==> src/rtl/vend_pkg.sv <==
// Shared types for the vending controller: FSM state encoding and coin codes.
package vend_pkg;

   typedef enum logic [1:0] {
      IDLE     = 2'd0,
      COLLECT  = 2'd1,
      DISPENSE = 2'd2,
      CHANGE   = 2'd3
   } vend_state_t;

   localparam logic [1:0] COIN_NONE = 2'b00;
   localparam logic [1:0] COIN_LO   = 2'b01;
   localparam logic [1:0] COIN_HI   = 2'b10;
   localparam logic [1:0] COIN_BAD  = 2'b11;

endpackage

==> src/rtl/vend_ctrl.sv <==
// Vending controller: credit accumulation, held dispense request, unit-by-unit refund.
// Optional VEND_CHANGE_EN enables the CHANGE state and cancel refunds; otherwise leftover credit carries over.
module vend_ctrl
   import vend_pkg::*;
#(
   parameter int PRICE_UNITS   = 3,
   parameter int COIN_HI_UNITS = 2,
   localparam int CREDIT_W     = $clog2(PRICE_UNITS + COIN_HI_UNITS)
) (
   input  logic                clk,
   input  logic                rst,
   input  logic [1:0]          coin,
   input  logic                cancel,
   input  logic                take,
   output logic                dispense,
   output logic                change_pulse,
   output logic                coin_reject,
   output logic [CREDIT_W-1:0] credit
);

   localparam logic [CREDIT_W-1:0] PRICE_U = CREDIT_W'(PRICE_UNITS);
   localparam logic [CREDIT_W-1:0] HI_U    = CREDIT_W'(COIN_HI_UNITS);
   localparam logic [CREDIT_W-1:0] ONE_U   = CREDIT_W'(1);

   vend_state_t         r_state;
   logic [CREDIT_W-1:0] r_credit;
   logic                r_coin_reject;

   logic [CREDIT_W-1:0] w_coin_units;
   logic [CREDIT_W-1:0] w_credit_sum;
   logic [CREDIT_W-1:0] w_credit_rem;
   logic                w_cancel;

   assign w_coin_units = (coin == COIN_HI) ? HI_U : ONE_U;
   assign w_credit_sum = r_credit + w_coin_units;
   assign w_credit_rem = r_credit - PRICE_U;

`ifdef VEND_CHANGE_EN
   assign w_cancel = cancel && (r_state == COLLECT);
`else
   assign w_cancel = 1'b0;
`endif

   always_ff @(posedge clk) begin
      if (rst) begin
         r_state       <= IDLE;
         r_credit      <= '0;
         r_coin_reject <= 1'b0;
      end else begin
         r_coin_reject <= 1'b0;
         case (r_state)
            IDLE, COLLECT: begin
               if (w_cancel) begin
                  // cancel wins: any coin arriving alongside is handed back
                  r_state       <= CHANGE;
                  r_coin_reject <= (coin != COIN_NONE);
               end else if (coin == COIN_BAD) begin
                  r_coin_reject <= 1'b1;
               end else if (coin != COIN_NONE) begin
                  r_credit <= w_credit_sum;
                  r_state  <= (w_credit_sum >= PRICE_U) ? DISPENSE : COLLECT;
               end
            end
            DISPENSE: begin
               r_coin_reject <= (coin != COIN_NONE);
               if (take) begin
                  r_credit <= w_credit_rem;
`ifdef VEND_CHANGE_EN
                  r_state  <= (w_credit_rem != '0) ? CHANGE : IDLE;
`else
                  // a high coin worth more than the price can leave enough for another item
                  if (w_credit_rem >= PRICE_U)
                     r_state <= DISPENSE;
                  else
                     r_state <= (w_credit_rem != '0) ? COLLECT : IDLE;
`endif
               end
            end
`ifdef VEND_CHANGE_EN
            CHANGE: begin
               r_coin_reject <= (coin != COIN_NONE);
               if (r_credit <= ONE_U) begin
                  r_credit <= '0;
                  r_state  <= IDLE;
               end else begin
                  r_credit <= r_credit - ONE_U;
               end
            end
`endif
            default: begin
               r_state  <= IDLE;
               r_credit <= '0;
            end
         endcase
      end
   end

   assign dispense    = (r_state == DISPENSE);
`ifdef VEND_CHANGE_EN
   assign change_pulse = (r_state == CHANGE);
`else
   assign change_pulse = 1'b0;
`endif
   assign coin_reject = r_coin_reject;
   assign credit      = r_credit;

endmodule

==> config.mk <==
export PLATFORM = sky130hd
export DESIGN_NAME = vend_ctrl
export DESIGN_NICKNAME = d
export VERILOG_FILES = /design/src/rtl/vend_pkg.sv /design/src/rtl/vend_ctrl.sv
export SDC_FILE = /design/constraint.sdc
export NUM_CORES = 1
export LEC_CHECK = 0
export CORE_AREA = 2 2 39 41
export CTS_CLUSTER_DIAMETER = 120
export CTS_CLUSTER_SIZE = 14
export DETAILED_ROUTE_END_ITERATION = 16
export DIE_AREA = 0 0 41 43
export PLACE_DENSITY = 0.58
export SLEW_MARGIN = 0
export SYNTH_ARGS = -nofsm -noshare
export SYNTH_HDL_FRONTEND = slang
export SYNTH_SLANG_ARGS = --single-unit
==> constraint.sdc <==
create_clock -name clk -period 2.9 [get_ports clk]
set_input_delay 0.58 -clock clk [delete_from_list [all_inputs] [get_ports clk]]
set_output_delay 0.58 -clock clk [all_outputs]
set_load 0.02 [all_outputs]
* Word level (Yosys, flattened, before mapping)
Cells that the tools add are included.
Word-level totals: register bits 6, bits in latches 0, memory bits (writable) 0, memory bits (read-only) 0, input port bits 6, output and inout bits 6, word-level logic and storage cells 33, memories kept 0
Cells by class: add/sub/neg operators 2, multiply operators 0, divide/modulo/power cells 0, magnitude comparators 2, equality and inequality tests 7, shifts and indexed selects 0, mux-type cells 14, bitwise logic cells 0, reductions and logical operators 5
Operators with widths (number):
- $mux 2 | 6
- $mux 3 | 3
- $eq 2x2->1 const B | 3
- $ge 3x2->1 const B | 2
- $ne 2x2->1 const B | 3
- $pmux 3 s2 | 1
- $pmux 2 s2 | 1
- $add 3x2->3 | 1
- $reduce_and 3->1 | 1
- $reduce_bool 3->1 | 1
- $sub 3x2->3 const B | 1
- $eq 2x1->1 const B | 1
- $logic_not 2->1 | 1
- $mux 1 | 2
- $pmux 1 s2 | 1
- $reduce_bool 2->1 | 1
- $reduce_or 2->1 | 1

* Longest topological paths before layout
Gate-level depths: netlist of the first run.
word-level depth 8, mapped depth 7, gate-level depth less buffers 7

* Worst setup path after synthesis of the first run
No wires, ideal clock.
path kind input port to flip-flop, start input coin[0], end register r_state[0], library setup time 0.084 ns, arrival time 1.884 ns, required time 2.816 ns, setup slack 0.932 ns, cell stages on the path 7, buffers on the path 0, cell sequence nand2b_1 -> ha_1 -> fa_1 -> xnor2_1 -> nand2_1 -> o32a_1 -> o31ai_2
Between the ends: cells in the longest elaborated chain, start to end 8, elaborated cells between the ends (all ways) 13, those cells by class add/sub (1); order compare (1); eq/ne (4); mux (5); reduce/logical (2)
RTL lines:
- start: declaration | RTL line vend_ctrl.sv:12 | input logic [1:0] coin,
- $eq 2x2->1 | RTL line vend_ctrl.sv:34 | assign w_coin_units = (coin == COIN_HI) ? HI_U : ONE_U;
- $mux 2 | RTL line vend_ctrl.sv:34
- $add 3x2->3 | RTL line vend_ctrl.sv:35 | assign w_credit_sum = r_credit + w_coin_units;
- $ge 3x2->1 | RTL line vend_ctrl.sv:61 | r_state <= (w_credit_sum >= PRICE_U) ? DISPENSE : COLLECT;
- $mux 2 | RTL line vend_ctrl.sv:61
- $mux 2 | RTL line vend_ctrl.sv:59 | end else if (coin != COIN_NONE) begin
- $mux 2 | RTL line vend_ctrl.sv:57 | end else if (coin == COIN_BAD) begin
- $pmux 2 s2 | RTL line vend_ctrl.sv:51 | case (r_state)
- end signal: assignment | RTL line vend_ctrl.sv:61
- end signal: assignment | RTL line vend_ctrl.sv:75 | r_state <= (w_credit_rem != '0) ? COLLECT : IDLE;
- end: declaration | RTL line vend_ctrl.sv:25 | vend_state_t r_state;
Parallel ways exist; a longest one is shown, timed or not. The select of a mux whose other input is x is not followed. A chain may end at the register's enable or synchronous reset.

* Worst setup path in the final report of the first run
start input coin[0], end register r_state[1]
Same word-level chain as after synthesis.

==> metrics.md, run 1 <==
| Metric | Value |
|---|---|
| Routed wire length | approximately 840 um |
| Worst hold stages | 2 |
| Final critical-path required period | roughly 2300 ps |
| Final hold violation count | 0 |
| Port buffer count | 9 |
| Worst hold slack | slightly above 500 ps |
| Clock skew | slightly above 1 ps |
| Vert. Die Dim | approximately 43 um |
| Cell area after placement | 530.5 um2 |
| # IOs | 12 |
| Row cnt | 14 |
| EDFF count, synth | 0 |
| GPL Wtd Cong | 0.7367 |
| Vias in the first global route | 317 |
| Reg-to-Reg End | r_state[0] |
| Peak VDD IR | 0.0003589 V |
| Inserted Diodes | 0 |
| Final Cell Area | 553.0 um2 |
| Finished Layout Cells | 74 |
| CTS tree | yes |
| MaxCap Viol Count | 0 |
| Post-CTS setup buffers | 0 |
| DRC Markers | 0 |
| Vias/cell | around 5.1 |
| Synth cell types | 26 |
| Lkg Pwr | between 0.2 and 0.25 nW |
| GRT Total Usage | about an eighth |
| Clk_lat worst skew | about 240 ps |
| Clock slew at reported path FFs | about 40 ps |
| First-pass GRT wire length | 1345 um |
| Nets | just over 70 |
| Syn_area_per_cell | a little over 9 um2 |
| Layout cells sized above 1 | about 8.6% |
| DP HPWL | around 660 um |
| Root Driver | clkbuf_4 |
| Total global routing overflow | 0 |
| Crit share post-route | 80.85% |
| DR pass1 iterations | 4 |
| Flop2flop setup slack | slightly above 1000 ps |
| Yosys warnings | 0 |
| Hold Startpoint | r_state[0] |
| Post-Synthesis Cells | 47 |
| Seq/Total Area, Yosys | about 28% |
| Cts hold-fix bufs | 0 |
| Vias | ~380 |
| Commonest non-fill, non-tap cell in the layout | clkdlybuf4s50_1 |
| Status | finished, final reports clean |
| Post-DRT Antenna Nets | 0 |
| Synth Net Count | just under 60 |
| R2R depth | 6 |
| Fillers | about 140 |
| Worst-path maximum fanout | 4 |
| Initial core utilization | a little under a third |
| Fin. max-slew vios | 0 |
| Hold EP | r_state[0] |
| PostCTS Resize Cnt | 0 |
| Core ar. | about 1400 um2 |
| Multi-input gate area | around 290 um2 |
| CP required | ~3000 ps |
| Final setup viols | 0 |
| Die W | roughly 41 um |
| Syn-to-layout area delta | 29.24% |
| H-tree level count | 1 |
| Total CTS buffers | 3 |
| Register Area | roughly 120 um2 |
| Largest net degree at the start of global routing | 8 |
| Die ar. | ~1800 um2 |
| Power Dens Cells | around 900 nW/um2 |
| Hold WC Path Type | reg2reg |
| Post-synthesis async set-or-reset flop share | 0% |
| Synthesized area | ~430 um2 |
| Setup TNS | 0 ps |
| RR Startpoint | credit[0] |
| Setup CP Type | in2reg |
| Most frequent cells in the layout | clkdlybuf4s50_1, dfxtp_1, inv_1, nor2_1, ha_1 |
| Register bit total from synthesis | 6 |
| Placed cells | between 70 and 80 |
| Clk buf depth | 2 |
| DR iter-0 viols | 8 |
| Fmax | 426.5 MHz |
| Arrival @ worst endpoint | 2460 ps |
| Initial antenna violation count | 0 |
| RSZ-0062 raised after global routing | no |
| Crit end category | flop |
| Synth Flop Type | dfxtp_1 |
| DR WL/cell | about 11 um |
| CP startpoint kind | input pin |
| Clock Sinks | 6 |
-- registers in the layout, indices dropped and copies added (netlist names) --
register and count:
credit 3, r_state 2, coin_reject 1
-- cell usage after synthesis (2+ instances only) --
cell type	n	area, um2
nand2_1	2	7.510
ha_1	4	50.05
dfxtp_1	6	120.1
nor3_1	2	10.01
a211oi_1	2	15.01
nand2b_1	2	12.51
inv_1	4	15.01
xnor2_1	2	17.52
nor2_1	4	15.01
a221oi_1	2	17.52
or3_1	2	12.51
-- per-layer routing --
metal | global-route usage (%) | up-vias | part of all wire (%)
li1 | - | 190 | -
met1 | 16.50 | 176 | 53
met2 | 13.75 | 10 | 42
met3 | 3.141 | 2 | 3.6
met4 | 10.00 | 0 | 1.2
met5 | 0 | - | 0
-- report_power, final --
group	total [mW]	internal (mW)	switching [mW]
combinational	0.286	0.139	0.146
sequential	0.149	0.111	0.0379
clock	0.0723	0.0465	0.0258
-- worst max-delay path by stage --
stage          depth (start not counted)         end  startpoint  slack, ps
5_1_grt                                8  r_state[0]     coin[0]        490
6_report                               8  r_state[1]     coin[0]        560
4_1_cts                                8  r_state[1]     coin[0]        590
3_3_place_gp                           8  r_state[0]     coin[0]        350
3_5_place_dp                           8  r_state[1]     coin[0]        330
2_1_floorplan                          7  r_state[0]     coin[0]        930
-- critical path, stage by stage --
cell and delay (ps):
clkdlybuf4s50_1 460, nand2b_1 180, ha_1 190, fa_1 420, xnor2_1 150, nand2_1 90
a221oi_1 300, nor3_1 80
-- layout make-up --
class	instances	share of cell area, %
Multi-Input combinational cell	36	51.58
Inverter	4	2.715
Clock buffer	3	4.072
Timing Repair Buffer	9	16.29
Tap cell	16	3.620
Sequential cell	6	21.72
-- stage by stage --
stage	setup WS [ps]	total power, mW	utilization, %
after floorplan	931.7	0.3431	-
after global placement	349.0	0.4338	38.34
after global routing	494.6	0.5475	39.96
after detailed placement	329.1	0.4331	38.34
after CTS	585.2	0.5115	39.96
final	555.3	0.5075	39.96
-- cell families (layout without fill, tap and decap cells) --
| logic type | count (synthesis) | count (layout) | share of synthesized area [%] |
|---|---|---|---|
| buffers and inverters | 5 | 16 | 5.263 |
| AND/OR/NAND/NOR | 14 | 14 | 16.37 |
| adder cells (fa/ha/maj) | 5 | 5 | 16.37 |
| flip-flops | 6 | 6 | 28.07 |
| AO/OA/AOI/OAI | 12 | 12 | 24.56 |
| other | 1 | 1 | 0.8764 |
| XOR/XNOR | 3 | 3 | 6.141 |
| multiplexers | 1 | 1 | 2.339 |
Power figures use the tool's default switching activity.
==> run 2, diff against run 1 <==
--- a/config.mk
+++ b/config.mk
@@ -10,7 +10,7 @@
 export CTS_CLUSTER_SIZE = 14
 export DETAILED_ROUTE_END_ITERATION = 16
 export DIE_AREA = 0 0 41 43
-export PLACE_DENSITY = 0.58
+export PLACE_DENSITY = 0.61
 export SLEW_MARGIN = 0
 export SYNTH_ARGS = -nofsm -noshare
 export SYNTH_HDL_FRONTEND = slang
==> constraint.sdc (replaced) <==
create_clock -name clk -period 2.02 [get_ports clk]
set_input_delay 0.404 -clock clk [delete_from_list [all_inputs] [get_ports clk]]
set_output_delay 0.404 -clock clk [all_outputs]
set_load 0.02 [all_outputs]
==> metrics.md, run 2 (same netlist as run 1, synthesis figures left out) <==
| Metric | Value |
|---|---|
| Layout cells sized above 1 | 28.57% (was 8.621%) |
| Inserted Diodes | 0 (unchanged) |
| Crit end category | primary output (was flop) |
| CP required | 1620 ps (was 3010 ps) |
| GRT Total Usage | 12.04% (was 11.67%) |
| # IOs | 12 (unchanged) |
| Total CTS buffers | 3 (unchanged) |
| Final setup viols | 0 (unchanged) |
| Vias | 400 (was 378) |
| RSZ-0062 raised after global routing | no (unchanged) |
| Core ar. | 1384 um2 (unchanged) |
| Routed wire length | 937 um (was 840 um) |
| Fin. max-slew vios | 0 (unchanged) |
| Largest net degree at the start of global routing | 8 (unchanged) |
| Clock skew | 6.517 ps (was 1.006 ps) |
| Vert. Die Dim | 43 um (unchanged) |
| Peak VDD IR | 0.0004482 V (was 0.0003589 V) |
| Post-CTS setup buffers | 0 (unchanged) |
| DR iter-0 viols | 4 (was 8) |
| Max FFs per register | 3 (unchanged) |
| Multi-input gate area | 326.6 um2 (was 285.3 um2) |
| Clock slew at reported path FFs | 40 ps (about the same) |
| Most frequent cells in the layout | clkdlybuf4s50_1, dfxtp_1, buf_4 (was clkdlybuf4s50_1, dfxtp_1, inv_1, nor2_1, ha_1) |
| Vias/cell | 5.063 (was 5.108) |
| Die W | 41 um (unchanged) |
| Final Worst Setup Slack | 97.28 ps (was 555.3 ps) |
| Worst setup startpoint | r_state[1] (was coin[0]) |
| Crit share post-route | a little over nine tenths |
| Power Dens Cells | 1298 nW/um2 (was 917.6 nW/um2) |
| H-tree level count | 1 (unchanged) |
| Vias in the first global route | 355 (was 317) |
| Row cnt | 14 (unchanged) |
| DR pass1 iterations | 4 (unchanged) |
| Syn-to-layout area delta | 49.12% (was 29.24%) |
| Arrival @ worst endpoint | 1520 ps (was 2460 ps) |
| MaxCap Viol Count | 0 (unchanged) |
| Initial antenna violation count | 0 (unchanged) |
| Pre-CTS WS | -303.1 ps (was 329.1 ps) |
| Clock Sinks | 6 (unchanged) |
| First-pass GRT wire length | 1442 um (was 1345 um) |
| CP startpoint kind | flop (was input pin) |
| Worst-path maximum fanout | 6 (was 4) |
| Hold Startpoint | r_state[0] (unchanged) |
| DRC Markers | 0 (unchanged) |
| Final hold violation count | 0 (unchanged) |
| Finished Layout Cells | 79 (was 74) |
| Flop2flop setup slack | 190 ps (was 1030 ps) |
| Post-DRT Antenna Nets | 0 (unchanged) |
| Lkg Pwr | 0.2836 nW (was 0.2323 nW) |
| Initial core utilization | 30.92% (unchanged) |
| Hold WC Path Type | reg2reg (unchanged) |
| Commonest non-fill, non-tap cell in the layout | clkdlybuf4s50_1 (unchanged) |
| Placed cells | 76 (was 71) |
| Fmax | approximately 520 MHz |
| Final critical-path required period | around 1900 ps |
| DR WL/cell | 11.86 um (was 11.35 um) |
| Status | finished, final reports clean (unchanged) |
| Register Area | 121.4 um2 (was 120.1 um2) |
| GPL Wtd Cong | 0.6958 (was 0.7367) |
| RR Startpoint | credit[0] (unchanged) |
| CTS tree | yes (unchanged) |
| Worst hold slack | 514.5 ps (was 511.8 ps) |
| Port buffer count | 9 (unchanged) |
| Clk buf depth | 2 (unchanged) |
| Root Driver | clkbuf_4 (unchanged) |
| Die ar. | 1763 um2 (unchanged) |
| Nets | 76 (was 71) |
| DP HPWL | 732.2 um (was 656.8 um) |
| Clk_lat worst skew | 250 ps (was 240 ps) |
| Setup CP Type | reg2out (was in2reg) |
| Total global routing overflow | 0 (unchanged) |
| Fillers | 140 (was 138) |
==> run 2: area by class of cell <==
class	instances	share of cell area, %
multi-input cells	36	51.18
inverters	4	2.353
repair buffers	14	20.78
well taps	16	3.137
flip-flops and latches	6	19.02
clock buffers	3	3.529
==> run 2: routing by layer <==
metal | track usage (%) | wire length [um]
met5 | 0 | 0
met4 | 10.00 | 24
met1 | 14.74 | 456
met2 | 17.50 | 429
met3 | 1.571 | 27
==> run 2: worst paths after layout <==
| kind | depth (start not counted) | end |
|---|---|---|
| worst max-delay path | 3 | dispense |
| worst min-delay path | 2 | r_state[0] |
| worst max register to register | 6 | r_state[0] |
| worst min register to register | 2 | r_state[0] |
==> run 2: metrics by stage <==
stage | setup TNS [ps] | power (mW) | cell area (um2) | utilization (%)
6_report | 0 | 0.8281 | 638.1 | 46.11
5_1_grt | 0 | 0.8995 | 638.1 | 46.11
4_1_cts | 0 | 0.7845 | 593.1 | 42.86
3_5_place_dp | -1012 | 0.6625 | 568.0 | 41.05
3_3_place_gp | -882.3 | 0.6562 | 568.0 | 41.05
2_1_floorplan | 0 | 0.4926 | 427.9 | -
==> run 2: power breakdown <==
| group | internal [mW] | switching (mW) |
|---|---|---|
| Clock | 0.0674 | 0.0462 |
| Combinational | 0.260 | 0.231 |
| Sequential | 0.161 | 0.0620 |
| Total | 0.489 | 0.340 |
==> run 2: timing repair <==
action                     CTS  global route
hold buffers                 0             0
setup endpoints to repair    2             3
cloned                       0             0
gates resized for setup      1            10
pin swaps                    0             4
==> run 2: critical path, stage by stage, from the launching register on <==
cell and delay [ps]:
dfxtp_1 420, nand2b_1 100, inv_1 130, clkdlybuf4s50_1 620
